File: config.mk
export PLATFORM = sky130hd
export DESIGN_NAME = mac_result_collector
export DESIGN_NICKNAME = d
export VERILOG_FILES = /design/src/rtl/mac_result_collector.sv
export SDC_FILE = /design/constraint.sdc
export NUM_CORES = 1
export LEC_CHECK = 0
export ABC_CLOCK_PERIOD_IN_PS = 2900
export CAP_MARGIN = 30
export CORE_UTILIZATION = 50
export DETAILED_ROUTE_END_ITERATION = 8
export HOLD_SLACK_MARGIN = 0.03
export PLACE_DENSITY = 0.84
export SYNTH_ARGS = -nofsm -noshare
export SYNTH_HDL_FRONTEND = slang
export SYNTH_SLANG_ARGS = --single-unit
File: constraint.sdc
create_clock -name clk -period 2.9 [get_ports clk]
set_input_delay 0.435 -clock clk [delete_from_list [all_inputs] [get_ports clk]]
set_output_delay 0.435 -clock clk [all_outputs]
set_load 0.01 [all_outputs]
File: src/rtl/mac_result_collector.sv
// mac_result_collector
// Receives accumulated sums from the MAC engine over a valid/ready handshake,
// requantizes each to an OUT_W-bit activation (shift, optional ReLU, saturate)
// and buffers the results in a first-word-fall-through FIFO that drains to the
// next layer through a second valid/ready port.
//
// Ports:
//   clk          clock, all state on rising edge
//   nrst         synchronous active-low reset
//   s_valid      engine result valid
//   s_sum        engine accumulated sum (SUM_W bits)
//   s_ready      collector can accept (registered-state only)
//   signed_mode  1 = s_sum is two's complement
//   shift        right-shift amount, clamped to SUM_W-1
//   relu_en      clamp negatives to 0 (signed mode only)
//   m_valid      FIFO head valid
//   m_data       FIFO head data (stale when m_valid = 0)
//   m_ready      downstream accepts head
//   result_cnt   count of accepted results, wraps
//   proto_err    sticky: s_valid dropped without a transfer
module mac_result_collector #(
  parameter int unsigned DEPTH = 4,
  parameter int unsigned SUM_W = 20,
  parameter int unsigned OUT_W = 8
) (
  input  logic             clk,
  input  logic             nrst,
  input  logic             s_valid,
  input  logic [SUM_W-1:0] s_sum,
  output logic             s_ready,
  input  logic             signed_mode,
  input  logic [4:0]       shift,
  input  logic             relu_en,
  output logic             m_valid,
  output logic [OUT_W-1:0] m_data,
  input  logic             m_ready,
  output logic [15:0]      result_cnt,
  output logic             proto_err
);

  localparam int unsigned PW = $clog2(DEPTH);

  localparam logic [PW:0] CountFull = (PW+1)'(DEPTH);

  // Saturation bounds expressed at SUM_W so comparisons need no extension.
  localparam logic signed [SUM_W-1:0] SMax =
      {{(SUM_W-OUT_W+1){1'b0}}, {(OUT_W-1){1'b1}}};
  localparam logic signed [SUM_W-1:0] SMin =
      {{(SUM_W-OUT_W+1){1'b1}}, {(OUT_W-1){1'b0}}};
  localparam logic [SUM_W-1:0] UMax = {{(SUM_W-OUT_W){1'b0}}, {OUT_W{1'b1}}};

  logic [OUT_W-1:0] mem [DEPTH];
  logic [PW-1:0]    wr_ptr_q, rd_ptr_q;
  logic [PW:0]      count_q;
  logic [15:0]      result_cnt_q;
  logic             proto_err_q;
  // Engine had valid up without a transfer in the previous cycle.
  logic             pend_q;

  logic push, pop;

  assign s_ready    = (count_q != CountFull);
  assign m_valid    = (count_q != '0);
  assign m_data     = mem[rd_ptr_q];
  assign result_cnt = result_cnt_q;
  assign proto_err  = proto_err_q;

  assign push = s_valid && s_ready;
  assign pop  = m_valid && m_ready;

  // Requantization
  logic [4:0]              shift_eff;
  logic signed [SUM_W-1:0] sh_s;
  logic [SUM_W-1:0]        sh_u;
  logic signed [SUM_W-1:0] relu_v;
  logic [OUT_W-1:0]        quant;

  always_comb begin
    shift_eff = (int'(shift) >= int'(SUM_W)) ? 5'(SUM_W-1) : shift;
    sh_s      = $signed(s_sum) >>> shift_eff;
    sh_u      = s_sum >> shift_eff;
    relu_v    = (relu_en && sh_s[SUM_W-1]) ? '0 : sh_s;
    quant     = '0;
    if (signed_mode) begin
      if (relu_v > SMax) begin
        quant = {1'b0, {(OUT_W-1){1'b1}}};
      end else if (relu_v < SMin) begin
        quant = {1'b1, {(OUT_W-1){1'b0}}};
      end else begin
        quant = relu_v[OUT_W-1:0];
      end
    end else begin
      if (sh_u > UMax) begin
        quant = '1;
      end else begin
        quant = sh_u[OUT_W-1:0];
      end
    end
  end

  // Storage is not reset; only pointers and count define validity.
  always_ff @(posedge clk) begin
    if (nrst && push) begin
      mem[wr_ptr_q] <= quant;
    end
  end

  always_ff @(posedge clk) begin
    if (!nrst) begin
      wr_ptr_q     <= '0;
      rd_ptr_q     <= '0;
      count_q      <= '0;
      result_cnt_q <= '0;
      proto_err_q  <= 1'b0;
      pend_q       <= 1'b0;
    end else begin
      if (push) begin
        wr_ptr_q     <= wr_ptr_q + 1'b1;
        result_cnt_q <= result_cnt_q + 16'd1;
      end
      if (pop) begin
        rd_ptr_q <= rd_ptr_q + 1'b1;
      end
      unique case ({push, pop})
        2'b10:   count_q <= count_q + 1'b1;
        2'b01:   count_q <= count_q - 1'b1;
        default: count_q <= count_q;
      endcase
      pend_q <= s_valid && !s_ready;
      if (pend_q && !s_valid) begin
        proto_err_q <= 1'b1;
      end
    end
  end

endmodule
==> flow_summary.toml <==
[worst_setup_path]
path_class = "in -> reg"
start_kind = "primary input"
crit_path_end_kind = "register"
rrSetupSlack_ns = 0.63
critPathMaxFanout = 9
r2r-end = "count_q[2]"
cp-startpoint = "shift[0]"
r2r_start = "count_q[0]"
rr_worst_depth = 10
arrival_ns = 2.97
cp.required_ns = 3.00
crit_end = "mem[2][5]"

[timing]
fmax_mhz = 347.8
hold_violations = 0
worst_hold_slack_ns = 0.4855
final.setup.tns_ns = 0
rsz0062_at_grt = "yes"
setup_violations = 0
skew_ns = 0.009530
slew_violations = 0
min_period_over_period_pct = 99.15
worst_pin_slew_ns = 0.6570
timing.final.crit_period_ns = 2.875
slew_headroom_pct = 55.51

[pwr]
seq_power_share_pct = 34.3
ir_drop_uv = 285.1
p_per_area_nw_per_um2 = 484.2
swShare_pct = 32.72
p_leak_nw = 2.474
power_w = 0.003052
pwr-share-clk_pct = 27.2
power.internal_w = 0.002053
comb_power_share_pct = 38.5
power_switching_w = 0.0009984

[grt]
antenna_found_initial = 0
grt_pass1_vias = 4657
grt_start_max_net_pins = 24
grt_remaining_overflow = 0
groute.usage.overall_pct = 33.43
grt_pass1_wl_mm = 23.38

[yosys]
yosysTopAreaCellShare_pct = 21.52
synth-seq-cells = 59
synth-edff-count = 32
yosys.area.top_type = "edfxtp_1"
ys_top_cells_by_area = "edfxtp_1 22%, dfxtp_1 12%, mux4_2 6.6%, and2_1 3.6%, xnor2_1 3.3%"
syn-cell-area_um2 = 4466
avgSynthCellArea_um2 = 9.245
ys_warn_count = 0
synthArstFlopShare_pct = 0
synthFlopType = "edfxtp_1"
synth.distinct_cells = 75
seq_area_frac_synth_pct = 33.62
synthCells = 483
synth_nets = 521

[place]
hpwl_mm = 10.71
numPortBuffers = 57
dp_cells = 732
gp_congestion = 1.009

[die]
design.core.area_um2 = 8678
die_h_um = 96.51
dieArea_um2 = 9313
die_w_um = 96.51
pin_count = 58
rows = 34
start_util_pct = 51.46

[run]
cap_violations = 0

[clock_network]
numCtsBuffers = 9
holdBufCountCts = 0
htreeDepth = 3
cts_tree = "yes"
clk_pin_slew_ns = 0.07
cts_sinks = 59
root_buffer = "clkbuf_8"
clock_latency_ns = 0.34
cts_max_path_buffers = 2

[drt]
drt_wl_total_mm = 14.71
routed_via_density = 6.246
ant_nets = 0
drc_errors = 0
firstDrtPassIters = 6
vias = 4728
wl_per_cell_um = 19.43
drt_iter0_drc = 536

[layout]
layout-drive-gt1-share_pct = 31.90
final_cell_mix = "129 x buf_4, 52 x clkdlybuf4s50_1, 35 x nand2_1, 33 x nor2_1, 32 x edfxtp_1"
area_growth_pct = 41.13
antenna_cells = 0
fillers = 626
utilization_pct = 72.62
fin_cells = 757
layout.nets = 682
mostFrequentLayoutCell = "buf_4"

[hold_path]
min_path_type = "reg -> reg"

[run_status]
status = "finished, final reports clean"
[registers in the layout, summed over array words and instances, names as in the netlist, named ones only]
name and flops:
count_q 3, mem 32, pend_q 1, proto_err 1
rd_ptr_q 2, result_cnt 16, wr_ptr_q 2
[per-layer routing]
metal / track usage [%] / up-vias / wire, um
li1: - / 2131 / -
met1: 41.46 / 2234 / 5844
met2: 55.52 / 298 / 7037
met3: 7.512 / 65 / 1230
met4: 14.71 / 0 / 599
met5: 0 / - / 0
[power groups by stage]
stage	Clock (W)	Sequential [W]	Combinational, W
4_1_cts	0.000827	0.00105	0.00114
3_5_place_dp	0	0.00107	0.00109
3_3_place_gp	0	0.00106	0.00106
2_1_floorplan	0	0.00102	0.000635
6_report	0.000829	0.00105	0.00118
5_1_grt	0.000869	0.00106	0.00126
[cell families (layout without fill, tap and decap cells)]
kind of cell             count (synthesis)  after routing  share of synthesized area (%)
XOR/XNOR                                20             20                          3.923
adder cells (fa/ha/maj)                  7              7                          2.129
flip-flops                              59             59                          33.62
AND/OR/NAND/NOR                        172            172                          19.95
multiplexers                            30             30                          10.45
buffers and inverters                   57            223                          6.808
AO/OA/AOI/OAI                          138            138                          23.12
[final cells by class]
| cell class | count | area, um^2 | share of cell area, % |
|---|---|---|---|
| Inverter | 18 | 67.56 | 1.072 |
| Clock inverter | 5 | 57.56 | 0.9132 |
| Sequential cell | 59 | 1501 | 23.82 |
| Multi-Input combinational cell | 367 | 2809 | 44.57 |
| Clock buffer | 11 | 162.7 | 2.581 |
| Tap cell | 108 | 135.1 | 2.144 |
| Timing Repair Buffer | 189 | 1569 | 24.90 |
[per-stage QoR]
step | worst slack [ns] | area [um^2]
after floorplan | 0.2636 | 4466
after global placement | -0.5617 | 5871
after global routing | -0.02987 | 6302
after detailed placement | -0.5613 | 5871
after CTS | 0.01199 | 6248
final | 0.02457 | 6302
[synthesized netlist by cell type, drive strengths merged, types with 10 or more instances]
cell and number:
a211oi 13, a21oi 26, a31oi 10, and2 26, and3 10, buf 22, clkbuf 17, dfxtp 27
edfxtp 32, inv 18, mux2i 14, mux4 13, nand2 38, nand2b 11, nand3 18, nor2 37
o21ai 22, xnor2 17
[repair_timing]
item,CTS,global route
endpoints found under the setup margin,32,25
pin swaps,9,12
gates resized for setup,32,8
buffers inserted,7,2
gates cloned,1,0
[critical path, stage by stage]
cell	delay, ns
dlygate4sd2_1	0.26
buf_12	0.14
buf_4	0.16
or2_2	0.31
o21ai_0	0.19
a221oi_1	0.11
buf_4	0.16
o2bb2a_1	0.31
o211ai_2	0.22
nor3_2	0.08
a21oi_2	0.32
a211oi_1	0.11
buf_4	0.16
[worst min path at each step]
| stage | startpoint | end | slack (ns) | cells after the start |
|---|---|---|---|---|
| floorplan | count_q[2] | count_q[2] | 0.47 | 2 |
| global placement | proto_err | proto_err | 0.46 | 1 |
| detailed placement | proto_err | proto_err | 0.47 | 1 |
| CTS | proto_err | proto_err | 0.49 | 1 |
| global route | proto_err | proto_err | 0.52 | 1 |
| finish | proto_err | proto_err | 0.49 | 1 |
Power figures use the tool's default switching activity.
